`config.mk`:
```
export PLATFORM = sky130hd
export DESIGN_NAME = clct_busy_ctrl_flat
export DESIGN_NICKNAME = d
export VERILOG_FILES = /design/src/rtl/clct_busy_ctrl_if.sv /design/src/rtl/clct_busy_ctrl.sv /design/src/flat_wrapper.sv
export SDC_FILE = /design/constraint.sdc
export NUM_CORES = 1
export LEC_CHECK = 0
export BUFFER_PORTS_ARGS = -buffer_cell sky130_fd_sc_hd__buf_2
export CORE_MARGIN = 10
export CORE_UTILIZATION = 37
export DETAILED_ROUTE_END_ITERATION = 16
export GPL_TIMING_DRIVEN = 0
export HOLD_SLACK_MARGIN = 0.12
export PLACE_DENSITY = 0.56
export REMOVE_ABC_BUFFERS = 1
export SLEW_MARGIN = 20
export SYNTH_ARGS = -nofsm -noshare
export SYNTH_HDL_FRONTEND = slang
export SYNTH_SLANG_ARGS = --single-unit
export TNS_END_PERCENT = 5
```
`constraint.sdc`:
```
create_clock -name clock -period 2.4 [get_ports clock]
set_input_delay 0.48 -clock clock [delete_from_list [all_inputs] [get_ports clock]]
set_output_delay 0.48 -clock clock [all_outputs]
set_load 0.02 [all_outputs]
```
`src/rtl/clct_busy_ctrl_if.sv`:
```
// Sorter-to-CLCT-output bus for clct_busy_ctrl: winning candidate, threshold/dead-time config,
// registered CLCT handshake, per-CFEB busy feedback and drop counter.
interface clct_busy_ctrl_if #(
   parameter int unsigned MXPATB  = 6,
   parameter int unsigned MXKEYBX = 8,
   parameter int unsigned MXPATC  = 11,
   parameter int unsigned MXCFEB  = 5,
   parameter int unsigned MXDTB   = 4
);
   logic [MXPATB-1:0]  best_pat;
   logic [MXKEYBX-1:0] best_key;
   logic [MXPATC-1:0]  best_carry;
   logic               best_bsy;
   logic [2:0]         hit_thresh;
   logic [MXDTB-1:0]   dead_time;
   logic               clct_rdy;
   logic               clct_vld;
   logic [MXPATB-1:0]  clct_pat;
   logic [MXKEYBX-1:0] clct_key;
   logic [MXPATC-1:0]  clct_carry;
   logic [MXCFEB-1:0]  bsy;
   logic [7:0]         drop_cnt;

   modport master (
      output best_pat, best_key, best_carry, best_bsy, hit_thresh, dead_time, clct_rdy,
      input  clct_vld, clct_pat, clct_key, clct_carry, bsy, drop_cnt
   );

   modport slave (
      input  best_pat, best_key, best_carry, best_bsy, hit_thresh, dead_time, clct_rdy,
      output clct_vld, clct_pat, clct_key, clct_carry, bsy, drop_cnt
   );
endinterface

```
`src/rtl/clct_busy_ctrl.sv`:
```
// Registers the best-of-5 CLCT behind a hit threshold, hands it off with valid/ready and
// generates per-CFEB dead-time busy flags. Define BSY_NEIGHBOR_EN to also busy edge neighbours.
module clct_busy_ctrl #(
   parameter int unsigned MXPATB  = 6,
   parameter int unsigned MXKEYBX = 8,
   parameter int unsigned MXPATC  = 11,
   parameter int unsigned MXCFEB  = 5,
   parameter int unsigned MXDTB   = 4
) (
   input logic             clock,
   input logic             reset_n,
   clct_busy_ctrl_if.slave io_bus
);
   localparam int unsigned CfebW = MXKEYBX - 5;

   logic [CfebW-1:0]  w_cfeb;
   logic [MXCFEB-1:0] w_sel;
   logic [MXCFEB-1:0] w_load;
   logic [MXCFEB-1:0] w_bsy_d;
   logic [MXDTB-1:0]  w_cnt_d [MXCFEB];
   logic              w_qual;
   logic              w_room;
   logic              w_accept;
   logic              w_dt_en;
`ifdef BSY_NEIGHBOR_EN
   logic [4:0]        w_kin;
`endif

   logic                r_vld;
   logic [MXPATB-1:0]   r_pat;
   logic [MXKEYBX-1:0]  r_key;
   logic [MXPATC-1:0]   r_carry;
   logic [MXCFEB-1:0]   r_bsy;
   logic [7:0]          r_drop;
   logic [MXDTB-1:0]    r_cnt [MXCFEB];

   always_comb begin
      w_cfeb = io_bus.best_key[MXKEYBX-1 -: CfebW];
      // One-hot CFEB select; an out-of-range index selects nothing and so never qualifies
      for (int c = 0; c < int'(MXCFEB); c++) begin
         w_sel[c] = (int'(w_cfeb) == c);
      end
      w_qual   = !io_bus.best_bsy
               && (io_bus.best_pat[MXPATB-1 -: 3] >= io_bus.hit_thresh)
               && (|w_sel)
               && !(|(w_sel & r_bsy));
      w_room   = !r_vld || io_bus.clct_rdy;
      w_accept = w_qual && w_room;
      w_dt_en  = w_accept && (io_bus.dead_time != '0);
   end

   always_comb begin
      w_load = w_sel;
`ifdef BSY_NEIGHBOR_EN
      w_kin = io_bus.best_key[4:0];
      for (int c = 0; c < int'(MXCFEB) - 1; c++) begin
         if (w_sel[c+1] && (w_kin <= 5'd1)) w_load[c] = 1'b1;
         if (w_sel[c] && (w_kin >= 5'd30)) w_load[c+1] = 1'b1;
      end
`endif
      if (!w_dt_en) w_load = '0;
      for (int c = 0; c < int'(MXCFEB); c++) begin
         if (w_load[c]) begin
            w_cnt_d[c] = io_bus.dead_time;
         end else if (r_cnt[c] != '0) begin
            w_cnt_d[c] = r_cnt[c] - MXDTB'(1);
         end else begin
            w_cnt_d[c] = r_cnt[c];
         end
         w_bsy_d[c] = (w_cnt_d[c] != '0);
      end
   end

   always_ff @(posedge clock or negedge reset_n) begin
      if (!reset_n) begin
         r_vld   <= 1'b0;
         r_pat   <= '0;
         r_key   <= '0;
         r_carry <= '0;
         r_bsy   <= '0;
         r_drop  <= '0;
         for (int c = 0; c < int'(MXCFEB); c++) r_cnt[c] <= '0;
      end else begin
         if (w_accept) begin
            r_vld   <= 1'b1;
            r_pat   <= io_bus.best_pat;
            r_key   <= io_bus.best_key;
            r_carry <= io_bus.best_carry;
         end else if (r_vld && io_bus.clct_rdy) begin
            r_vld <= 1'b0;
         end
         if (w_qual && !w_room && (r_drop != 8'hFF)) r_drop <= r_drop + 8'd1;
         for (int c = 0; c < int'(MXCFEB); c++) r_cnt[c] <= w_cnt_d[c];
         r_bsy <= w_bsy_d;
      end
   end

   assign io_bus.clct_vld   = r_vld;
   assign io_bus.clct_pat   = r_pat;
   assign io_bus.clct_key   = r_key;
   assign io_bus.clct_carry = r_carry;
   assign io_bus.bsy        = r_bsy;
   assign io_bus.drop_cnt   = r_drop;
endmodule

```
`src/flat_wrapper.sv`:
```
// flat-port wrapper written by rule: the top's interface ports become plain ports
module clct_busy_ctrl_flat 
#(
   parameter int unsigned MXPATB  = 6,
   parameter int unsigned MXKEYBX = 8,
   parameter int unsigned MXPATC  = 11,
   parameter int unsigned MXCFEB  = 5,
   parameter int unsigned MXDTB   = 4
)
  (clock, reset_n, io_bus_best_pat, io_bus_best_key, io_bus_best_carry, io_bus_best_bsy, io_bus_hit_thresh, io_bus_dead_time, io_bus_clct_rdy, io_bus_clct_vld, io_bus_clct_pat, io_bus_clct_key, io_bus_clct_carry, io_bus_bsy, io_bus_drop_cnt);
  clct_busy_ctrl_if #(.MXPATB(MXPATB), .MXKEYBX(MXKEYBX), .MXPATC(MXPATC), .MXCFEB(MXCFEB), .MXDTB(MXDTB)) io_bus_i ();
  input logic clock;
  input logic reset_n;
  input wire logic [$bits(io_bus_i.best_pat)-1:0] io_bus_best_pat;
  input wire logic [$bits(io_bus_i.best_key)-1:0] io_bus_best_key;
  input wire logic [$bits(io_bus_i.best_carry)-1:0] io_bus_best_carry;
  input wire logic [$bits(io_bus_i.best_bsy)-1:0] io_bus_best_bsy;
  input wire logic [$bits(io_bus_i.hit_thresh)-1:0] io_bus_hit_thresh;
  input wire logic [$bits(io_bus_i.dead_time)-1:0] io_bus_dead_time;
  input wire logic [$bits(io_bus_i.clct_rdy)-1:0] io_bus_clct_rdy;
  output wire logic [$bits(io_bus_i.clct_vld)-1:0] io_bus_clct_vld;
  output wire logic [$bits(io_bus_i.clct_pat)-1:0] io_bus_clct_pat;
  output wire logic [$bits(io_bus_i.clct_key)-1:0] io_bus_clct_key;
  output wire logic [$bits(io_bus_i.clct_carry)-1:0] io_bus_clct_carry;
  output wire logic [$bits(io_bus_i.bsy)-1:0] io_bus_bsy;
  output wire logic [$bits(io_bus_i.drop_cnt)-1:0] io_bus_drop_cnt;
  assign io_bus_i.best_pat = io_bus_best_pat;
  assign io_bus_i.best_key = io_bus_best_key;
  assign io_bus_i.best_carry = io_bus_best_carry;
  assign io_bus_i.best_bsy = io_bus_best_bsy;
  assign io_bus_i.hit_thresh = io_bus_hit_thresh;
  assign io_bus_i.dead_time = io_bus_dead_time;
  assign io_bus_i.clct_rdy = io_bus_clct_rdy;
  assign io_bus_clct_vld = io_bus_i.clct_vld;
  assign io_bus_clct_pat = io_bus_i.clct_pat;
  assign io_bus_clct_key = io_bus_i.clct_key;
  assign io_bus_clct_carry = io_bus_i.clct_carry;
  assign io_bus_bsy = io_bus_i.bsy;
  assign io_bus_drop_cnt = io_bus_i.drop_cnt;
  clct_busy_ctrl #(.MXPATB(MXPATB), .MXKEYBX(MXKEYBX), .MXPATC(MXPATC), .MXCFEB(MXCFEB), .MXDTB(MXDTB)) u_core (.clock(clock), .reset_n(reset_n), .io_bus(io_bus_i));
endmodule
```
==> metrics.txt, run 1 <==
total core area=8130 µm²; Clock Latency Late Sink=330 ps; top cell types by occurrence after synthesis=sky130_fd_sc_hd__dfrtp_1, sky130_fd_sc_hd__mux2_2, sky130_fd_sc_hd__nand2_1; placement-stage cell area=3480 µm²; H-tree depth=3; global-route wire length before repair=11900 µm; Layout area overhead=22.4%; most common cell in the synthesized netlist=sky130_fd_sc_hd__dfrtp_1; Max stage delay on crit path=630 ps; Post-Synthesis Cell Area=3050 µm²; antenna diode count=0; number of distinct standard cells referenced by the synthesized netlist=35; number of cells produced by synthesis=259; category of the worst setup path capture point=flip-flop; Hold WC Path Type=in2async; post-synthesis register bit count=59; placed wire-length estimate after detailed placement=between 5000 and 6000 µm; post-synth top area cell=sky130_fd_sc_hd__dfrtp_1; starting density of the core=37.5%; Lkg Pwr=0.00180 µW; antenna viol nets, final=0; FF-to-FF Start=u_core.io_bus.bsy[3]; number of rows in the core area=33; minimum clock period=2280 ps; Clock Pin Slew Worst Setup and Hold Paths=about 70 ps; overall via count from detail_route=between 2000 and 2500; category of the worst setup path launch point=primary input; placed insts=between 400 and 500; Yosys Warn Count=0; maximum achievable frequency=0.438 GHz; data arrival at the endpoint of the critical path=2500 ps; PwrDens=1230 nW/µm²; detailed-route vias per instance=4.85; CTS tree=built; number of buffers inserted during clock tree synthesis=9; result of the run=complete, no violations; syn avg cell area=11.8 µm²; share of final-layout standard cells stronger than drive strength 1=41.3%; fraction of synthesis flops using an asynchronous set or reset pin=100%; pin count of the biggest net entering global routing=60; count of placed standard cells in the final layout, fillers left out=451; overall power after layout=approximately 4600 µW; post-layout net count=between 300 and 400; Critical Path, Cell by Cell=buf_2, inv_1, ha_1, o21bai_1, nand2b_1, or4b_4, nor2_8, mux2_2; worst max-slew margin expressed relative to the limit=50.2%; root buffer cell=sky130_fd_sc_hd__clkbuf_8; number of fill cells in the layout=751; final setup violating endpoints=0; RSZ-0062 raised after global routing=false; Iter 0 DRT Violations=71; total of max-cap violations=0; Seq/Total Area, Yosys=approximately half; Core Util, Final=a little under half; Clock Sink Count=59; number of DRC violations after detailed routing=0; clock skew=about 8 ps; Post-synth EDFFs=0; storage element area=1480 µm²; Worst path slowest cell=sky130_fd_sc_hd__or4b_4; WL final=around 7000 µm; number of top-level pins=75; number of global-route vias before repair=2309; worst-path maximum fanout=13; slew at the pin with the worst max-slew slack=747 ps; remaining global-route overflow=0; Crit path max-delay family=simple AND/OR/NAND/NOR gates; Hold Violations, Final=0; top area cells in the synthesized netlist=sky130_fd_sc_hd__dfrtp_1, sky130_fd_sc_hd__mux2_2, sky130_fd_sc_hd__mux2_4; area of all placed cells without fillers=3730 µm²; first-pass detailed-route iteration total=4; die area=12300 µm²; Req. time, crit path=2620 ps; worst-case vdd ir drop=0.000518 V; initial antenna violation count=1; CTS hold repair buffers=0; port buffer count=74; launch point of the worst path=io_bus_hit_thresh[2]; total area of multi-input combinational cells=1450 µm²; Yosys top cell area share=48.5%; count of final max-slew check failures=0; height of the die=111 µm; sum of buffers and inverters on the critical path=2; most used flip-flop cell after synthesis=sky130_fd_sc_hd__dfrtp_1; total global-route track usage=approximately an eighth; startpoint-to-endpoint class of the critical path=in2reg; routability-driven placement congestion ratio=0.807; worst hold slack across all endpoints=204 ps; DIE WIDTH=111 µm; routed length per instance=~16 µm; period utilisation layout=a little over nine tenths; buffer levels on the longest clock path=2
-- layer usage --
layer	wire length [µm]	track usage, %
met1	3260	15.1
met2	3250	17.6
met3	430	4.76
met4	51	2.95
met5	13	0
-- final cells by class --
| type | instances | area share (%) |
|---|---|---|
| Clock buffer | 10 | 3.69 |
| Clock inverter | 5 | 2.08 |
| Inverter | 19 | 1.91 |
| Multi-Input combinational cell | 177 | 38.8 |
| Sequential cell | 59 | 39.6 |
| Tap cell | 105 | 3.52 |
| Timing Repair Buffer | 76 | 10.4 |
-- metrics by stage --
step	setup slack (ps)	TNS, ps
final	119	0
after global routing	55.7	0
after CTS	114	0
after detailed placement	-612	-14670
after global placement	-577	-14060
after floorplan	-230	-4810
-- kinds of logic (layout without fill, tap and decap cells) --
logic type | after synthesis | count (layout) | synth area share (%)
simple gates | 79 | 80 | 13.9
flops | 59 | 59 | 48.5
mux | 50 | 50 | 20.8
compound gates | 24 | 24 | 4.56
buf+inv | 24 | 110 | 4.52
xor+xnor | 14 | 14 | 4.02
fa+ha+maj | 9 | 9 | 3.70
-- report_power, final --
part	total, µW	switching [µW]	leakage [µW]	internal, µW
sequential	1670	271	0.000718	1400
combinational	1950	968	0.000976	981
clock	985	382	0.000108	603
total	4610	1620	0.00180	2980
-- final timing paths --
check                      depth (start not counted)                        end  slack (ps)
max reg2reg                                        5  u_core.io_bus.clct_pat[3]         250
min reg2reg                                        1  u_core.io_bus.clct_pat[4]         500
min in group clock                                 2  u_core.io_bus.clct_key[1]         380
max                                                8  u_core.io_bus.clct_pat[3]         120
max in group asynchronous                          1           u_core.r_cnt[11]        1680
min                                                1  u_core.io_bus.drop_cnt[5]         200
-- sequential cells by signal (all words and copies together) (netlist names) --
signal,cells
u_core.io_bus.clct_vld,1
u_core.io_bus.clct_carry,11
u_core.io_bus.drop_cnt,8
u_core.io_bus.bsy,5
u_core.io_bus.clct_pat,6
u_core.r_cnt,20
u_core.io_bus.clct_key,8
-- cell usage in the layout (no fill, tap or decap), types with 2 or more instances in the layout --
master	count
sky130_fd_sc_hd__a21oi_1	3
sky130_fd_sc_hd__a32oi_1	2
sky130_fd_sc_hd__buf_2	73
sky130_fd_sc_hd__buf_4	3
sky130_fd_sc_hd__bufinv_16	2
sky130_fd_sc_hd__clkbuf_8	10
sky130_fd_sc_hd__clkinv_2	2
sky130_fd_sc_hd__dfrtp_1	59
sky130_fd_sc_hd__ha_1	9
sky130_fd_sc_hd__inv_1	19
sky130_fd_sc_hd__mux2_2	27
sky130_fd_sc_hd__mux2_4	20
sky130_fd_sc_hd__mux2i_1	3
sky130_fd_sc_hd__nand2_1	22
sky130_fd_sc_hd__nand2b_1	10
sky130_fd_sc_hd__nand3_1	5
sky130_fd_sc_hd__nand4_1	4
sky130_fd_sc_hd__nor2_1	11
sky130_fd_sc_hd__nor2b_1	4
sky130_fd_sc_hd__nor3_1	10
sky130_fd_sc_hd__nor4_1	4
sky130_fd_sc_hd__o21ai_0	13
sky130_fd_sc_hd__o21ai_1	2
sky130_fd_sc_hd__xnor2_1	7
sky130_fd_sc_hd__xor2_1	7
-- repair_timing --
| action | 4_1_cts | 5_1_grt |
|---|---|---|
| endpoints found under the setup margin | 25 | 0 |
| gates resized for setup | 1 | 0 |
| setup buffers | 2 | 0 |
Note: power is estimated with default switching activity, not from simulation.
==> inputs of run 2 (changes only) <==
--- a/config.mk
+++ b/config.mk
@@ -8,10 +8,12 @@
 export BUFFER_PORTS_ARGS = -buffer_cell sky130_fd_sc_hd__buf_2
 export CORE_MARGIN = 10
 export CORE_UTILIZATION = 37
+export CTS_CLUSTER_DIAMETER = 50
 export DETAILED_ROUTE_END_ITERATION = 16
 export GPL_TIMING_DRIVEN = 0
 export HOLD_SLACK_MARGIN = 0.12
 export PLACE_DENSITY = 0.56
+export RECOVER_POWER = 25
 export REMOVE_ABC_BUFFERS = 1
 export SLEW_MARGIN = 20
 export SYNTH_ARGS = -nofsm -noshare
==> metrics.txt, run 2 (synthesis gave the netlist of run 1 again) <==
launch point of the worst path=io_bus_hit_thresh[2] (unchanged); HP Start=io_bus_best_key[1]; CTS tree=built (unchanged); total of max-cap violations=0 (unchanged); Req. time, crit path=2620 ps (about the same); number of top-level pins=75 (unchanged); Hold WC Path Type=in2reg (was in2async); routability-driven placement congestion ratio=0.807 (unchanged); height of the die=111 µm (unchanged); first-pass detailed-route iteration total=4 (unchanged); worst-path maximum fanout=13 (unchanged); startpoint-to-endpoint class of the critical path=in2reg (unchanged); commonest cells after routing, fill and taps aside=sky130_fd_sc_hd__buf_2, sky130_fd_sc_hd__dfrtp_1, sky130_fd_sc_hd__mux2_2 (unchanged); pin count of the biggest net entering global routing=60 (unchanged); die area=12300 µm² (unchanged); number of rows in the core area=33 (unchanged); total core area=8130 µm² (unchanged); WL final=7010 µm (about the same); Clock Latency Late Sink=330 ps (about the same); number of buffers inserted during clock tree synthesis=9 (unchanged); total global-route track usage=11.7% (unchanged); worst hold slack across all endpoints=380 ps (was 204 ps); worst-case vdd ir drop=0.000518 V (about the same); starting density of the core=37.5% (unchanged); Crit path max-delay family=simple AND/OR/NAND/NOR gates (unchanged); final setup violating endpoints=0 (unchanged); antenna diode count=0 (unchanged); PnR worst setup slack=120 ps (was 119 ps); antenna viol nets, final=0 (unchanged); Critical Path, Cell by Cell=buf_2, inv_1, ha_1, o21bai_1, nand2b_1, or4b_4, nor2_8, mux2_2 (unchanged); register ranked first by flip-flop count=u_core.r_cnt (unchanged); number of global-route vias before repair=2309 (unchanged); PwrDens=1240 nW/µm² (was 1230 nW/µm²); H-tree depth=3 (unchanged); clock skew=8.17 ps (about the same); routed length per instance=15.5 µm (about the same); overall via count from detail_route=2191 (was 2189); most common cell after layout, fill and taps aside=sky130_fd_sc_hd__buf_2 (unchanged); detailed-route vias per instance=4.86 (was 4.85); number of flip-flops under the largest register name=20 (unchanged); Clock Pin Slew Worst Setup and Hold Paths=70 ps (about the same); Clock Sink Count=59 (unchanged); Iter 0 DRT Violations=71 (unchanged); data arrival at the endpoint of the critical path=2500 ps (about the same); count of final max-slew check failures=0 (unchanged); sum of buffers and inverters on the critical path=2 (unchanged); total area of multi-input combinational cells=1450 µm² (unchanged); storage element area=1480 µm² (unchanged); Hold Violations, Final=0 (unchanged); RSZ-0062 raised after global routing=false (unchanged); DIE WIDTH=111 µm (unchanged); worst max-slew margin expressed relative to the limit=2.14% (was 50.2%); period utilisation layout=95.0% (about the same); number of DRC violations after detailed routing=0 (unchanged); result of the run=complete, no violations (unchanged); buffer levels on the longest clock path=2 (unchanged); post-layout net count=387 (unchanged); global-route wire length before repair=11900 µm (unchanged); number of fill cells in the layout=752 (was 751); Lkg Pwr=0.00180 µW (about the same); Worst path slowest cell=sky130_fd_sc_hd__or4b_4 (unchanged); root buffer cell=sky130_fd_sc_hd__clkbuf_8 (unchanged); category of the worst setup path launch point=primary input (unchanged); category of the worst setup path capture point=flip-flop (unchanged); Place WS=-612 ps (unchanged); maximum achievable frequency=0.439 GHz (was 0.438 GHz); Layout area overhead=22.3% (was 22.4%); remaining global-route overflow=0 (unchanged); placed wire-length estimate after detailed placement=5170 µm (unchanged); FF-to-FF Start=u_core.io_bus.bsy[3] (unchanged); Max stage delay on crit path=630 ps (about the same); port buffer count=74 (unchanged); slew at the pin with the worst max-slew slack=1470 ps (was 747 ps); minimum clock period=2280 ps (about the same); initial antenna violation count=1 (unchanged); share of final-layout standard cells stronger than drive strength 1=41.3% (unchanged)
==> run 2: cell types whose count changed in the layout (fill, tap and decap cells not counted) <==
cell	before	now
sky130_fd_sc_hd__buf_4	3	2
sky130_fd_sc_hd__clkbuf_2	0	1
==> run 2: through the flow <==
step           power [µW]  instances  cell area (µm²)  setup TNS (ps)  utilization [%]
2_1_floorplan        3100        254             2980           -4810                -
3_3_place_gp         3580        433             3480          -14060             42.8
3_5_place_dp         3650        433             3480          -14670             42.8
4_1_cts              4680        451             3730               0             45.9
5_1_grt              4950        451             3730               0             45.8
6_report             4610        451             3730               0             45.8
==> run 2: final cells by class <==
cell class	instances	area share, %
timing repair buffer	76	10.3
sequential	59	39.6
inverter	19	1.91
clock buffer	10	3.69
tap	105	3.52
multi-input combinational	177	38.8
clock inverter	5	2.08
==> run 2: path summary, 6_finish.rpt <==
kind                                                    end  slack, ps  cells after the start
worst min-delay path              u_core.io_bus.clct_key[1]        380                      2
worst max-delay path              u_core.io_bus.clct_pat[3]        120                      8
max in group asynchronous                  u_core.r_cnt[11]       1010                      1
min in group asynchronous       u_core.io_bus.clct_carry[0]        480                      1
worst max register to register    u_core.io_bus.clct_pat[3]        250                      5
worst min register to register    u_core.io_bus.clct_pat[4]        500                      1
==> run 2: repair_timing <==
| item | CTS | global route |
|---|---|---|
| endpoints found under the setup margin | 25 | 0 |
| hold buffers | 0 | 0 |
| buffers inserted | 2 | 0 |
| resized for setup | 1 | 0 |
==> run 2: where the power goes <==
| part | total [µW] | internal [µW] | leakage [µW] | switching [µW] |
|---|---|---|---|---|
| sequential | 1670 | 1400 | 0.000718 | 271 |
| clock | 985 | 603 | 0.000108 | 382 |
| combinational | 1950 | 981 | 0.000976 | 969 |
==> run 2: metal layers <==
layer / up-vias / wire (µm) / share of wire [%] / track usage [%]
met4: 2 / 51 / 0.73 / 2.95
met3: 8 / 429 / 6.1 / 4.76
li1: 1071 / - / - / -
met1: 1048 / 3260 / 47 / 15.1
met2: 62 / 3250 / 46 / 17.6
met5: - / 13 / 0.19 / 0
==> inputs of run 3 (changes only) <==
--- a/config.mk
+++ b/config.mk
@@ -6,13 +6,15 @@
 export NUM_CORES = 1
 export LEC_CHECK = 0
 export BUFFER_PORTS_ARGS = -buffer_cell sky130_fd_sc_hd__buf_2
+export CELL_PAD_IN_SITES_DETAIL_PLACEMENT = 0
+export CELL_PAD_IN_SITES_GLOBAL_PLACEMENT = 1
 export CORE_MARGIN = 10
 export CORE_UTILIZATION = 37
 export CTS_CLUSTER_DIAMETER = 50
 export DETAILED_ROUTE_END_ITERATION = 16
 export GPL_TIMING_DRIVEN = 0
 export HOLD_SLACK_MARGIN = 0.12
-export PLACE_DENSITY = 0.56
+export PLACE_DENSITY = 0.69
 export RECOVER_POWER = 25
 export REMOVE_ABC_BUFFERS = 1
 export SLEW_MARGIN = 20
==> metrics.txt, run 3 (synthesis gave the netlist of run 1 again) <==
result of the run=complete, no violations (unchanged); clock skew=10.7 ps (was 8.17 ps); period utilisation layout=94.9% (was 95.0%); remaining global-route overflow=0 (unchanged); placed insts=433 (unchanged); placed wire-length estimate after detailed placement=5040 µm (was 5170 µm); category of the worst setup path capture point=flip-flop (unchanged); overall power after layout=4630 µW (was 4610 µW); number of buffers inserted during clock tree synthesis=9 (unchanged); most common cell after layout, fill and taps aside=sky130_fd_sc_hd__buf_2 (unchanged); DIE WIDTH=111 µm (unchanged); die area=12300 µm² (unchanged); register ranked first by flip-flop count=u_core.r_cnt (unchanged); detailed-route vias per instance=4.82 (was 4.86); share of final-layout standard cells stronger than drive strength 1=41.7% (was 41.3%); final-layout setup total negative slack=0 ps (unchanged); worst-case vdd ir drop=0.000564 V (was 0.000518 V); antenna viol nets, final=0 (unchanged); port buffer count=74 (unchanged); maximum achievable frequency=0.439 GHz (about the same); count of placed standard cells in the final layout, fillers left out=453 (was 451); H-tree depth=3 (unchanged); total of max-cap violations=0 (unchanged); initial antenna violation count=1 (unchanged); commonest cells after routing, fill and taps aside=sky130_fd_sc_hd__buf_2, sky130_fd_sc_hd__dfrtp_1, sky130_fd_sc_hd__mux2_2 (unchanged); slew at the pin with the worst max-slew slack=1470 ps (about the same); number of top-level pins=75 (unchanged); height of the die=111 µm (unchanged); starting density of the core=37.5% (unchanged); worst-path maximum fanout=13 (unchanged); post-layout net count=388 (was 387); Clock Latency Late Sink=340 ps (was 330 ps); pin count of the biggest net entering global routing=60 (unchanged); Clock Sink Count=59 (unchanged); Req. time, crit path=2620 ps (about the same); final setup violating endpoints=0 (unchanged); data arrival at the endpoint of the critical path=2500 ps (about the same); category of the worst setup path launch point=primary input (unchanged); worst hold slack across all endpoints=369 ps (was 380 ps); minimum clock period=2280 ps (about the same); first-pass detailed-route iteration total=4 (unchanged); buffer levels on the longest clock path=2 (unchanged); antenna diode count=0 (unchanged); WL final=6910 µm (was 7010 µm); number of global-route vias before repair=2237 (was 2309); Lkg Pwr=0.00181 µW (was 0.00180 µW); Hold Violations, Final=0 (unchanged); PwrDens=1240 nW/µm² (about the same); startpoint-to-endpoint class of the critical path=in2reg (unchanged); Iter 0 DRT Violations=58 (was 71); Hold WC Path Type=in2reg (unchanged); root buffer cell=sky130_fd_sc_hd__clkbuf_8 (unchanged); number of DRC violations after detailed routing=0 (unchanged); PnR worst setup slack=122 ps (was 120 ps); routed length per instance=15.3 µm (was 15.5 µm); global-route wire length before repair=11400 µm (was 11900 µm); Clock Pin Slew Worst Setup and Hold Paths=70 ps (about the same); Layout area overhead=23.0% (was 22.3%); routability-driven placement congestion ratio=0.797 (was 0.807); worst max-slew margin expressed relative to the limit=2.18% (was 2.14%); overall via count from detail_route=2184 (was 2191); Place WS=-572 ps (was -612 ps); number of rows in the core area=33 (unchanged); RSZ-0062 raised after global routing=false (unchanged); total global-route track usage=11.4% (was 11.7%); number of flip-flops under the largest register name=20 (unchanged); CTS tree=built (unchanged); total core area=8130 µm² (unchanged); count of final max-slew check failures=0 (unchanged)
## run 3: cell types whose count changed in the layout (fill, tap and decap cells not counted)
| cell | delta |
|---|---|
| sky130_fd_sc_hd__clkinvlp_4 | +1 |
| sky130_fd_sc_hd__clkinv_4 | +1 |
| sky130_fd_sc_hd__clkinv_2 | -1 |
| sky130_fd_sc_hd__buf_4 | +1 |
## run 3: metal layers
| layer | global-route usage (%) | vias to the layer above | share of wire (%) |
|---|---|---|---|
| met3 | 4.17 | 16 | 7.1 |
| met5 | 0 | - | 0.10 |
| li1 | - | 1076 | - |
| met4 | 4.95 | 2 | 1.7 |
| met2 | 16.3 | 76 | 42 |
| met1 | 15.0 | 1014 | 50 |
## run 3: worst max-delay path: stages
cell and delay (ps):
sky130_fd_sc_hd__buf_2 110, sky130_fd_sc_hd__ha_1 260, sky130_fd_sc_hd__o21bai_1 120, sky130_fd_sc_hd__nand2b_1 170, sky130_fd_sc_hd__or4b_4 630, sky130_fd_sc_hd__nor2_8 330
sky130_fd_sc_hd__mux2_2 370
## run 3: what timing repair did
| action | CTS | global route |
|---|---|---|
| resized for setup | 1 | 0 |
| endpoints found under the setup margin | 25 | 0 |
| buffers inserted | 3 | 0 |
| endpoints found under the hold margin | 0 | 0 |
| hold buffers | 0 | 0 |
## run 3: layout make-up
type / instances / area, µm²
multi-input combinational: 177 / 1450
clock buffer: 10 / 138
fill: 763 / 4390
clock inverter: 6 / 88.8
inverter: 19 / 71.3
sequential: 59 / 1480
timing repair buffer: 77 / 393
tap: 105 / 131
## run 3: final timing paths
| check | cells past startpoint | slack, ps | end | start |
|---|---|---|---|---|
| max in group asynchronous | 1 | 1040 | u_core.io_bus.bsy[1] | reset_n |
| min | 2 | 370 | u_core.io_bus.clct_carry[0] | io_bus_best_carry[0] |
| min in group asynchronous | 1 | 490 | u_core.io_bus.drop_cnt[5] | reset_n |
| min reg2reg | 1 | 490 | u_core.io_bus.drop_cnt[6] | u_core.io_bus.drop_cnt[6] |
| max | 7 | 120 | u_core.io_bus.clct_pat[4] | io_bus_best_pat[5] |
| max reg2reg | 5 | 220 | u_core.io_bus.clct_pat[4] | u_core.io_bus.bsy[3] |
## run 3: through the flow
step / cell area (µm²) / util [%]
after CTS: 3750 / 46.1
after detailed placement: 3480 / 42.8
final: 3750 / 46.1
after global routing: 3750 / 46.1
after floorplan: 2980 / -
after global placement: 3480 / 42.8
## run 3: report_power, final
part           switching [µW]  internal [µW]  total (µW)
registers                 270           1400        1670
logic                     961            980        1940
clock network             408            612        1020
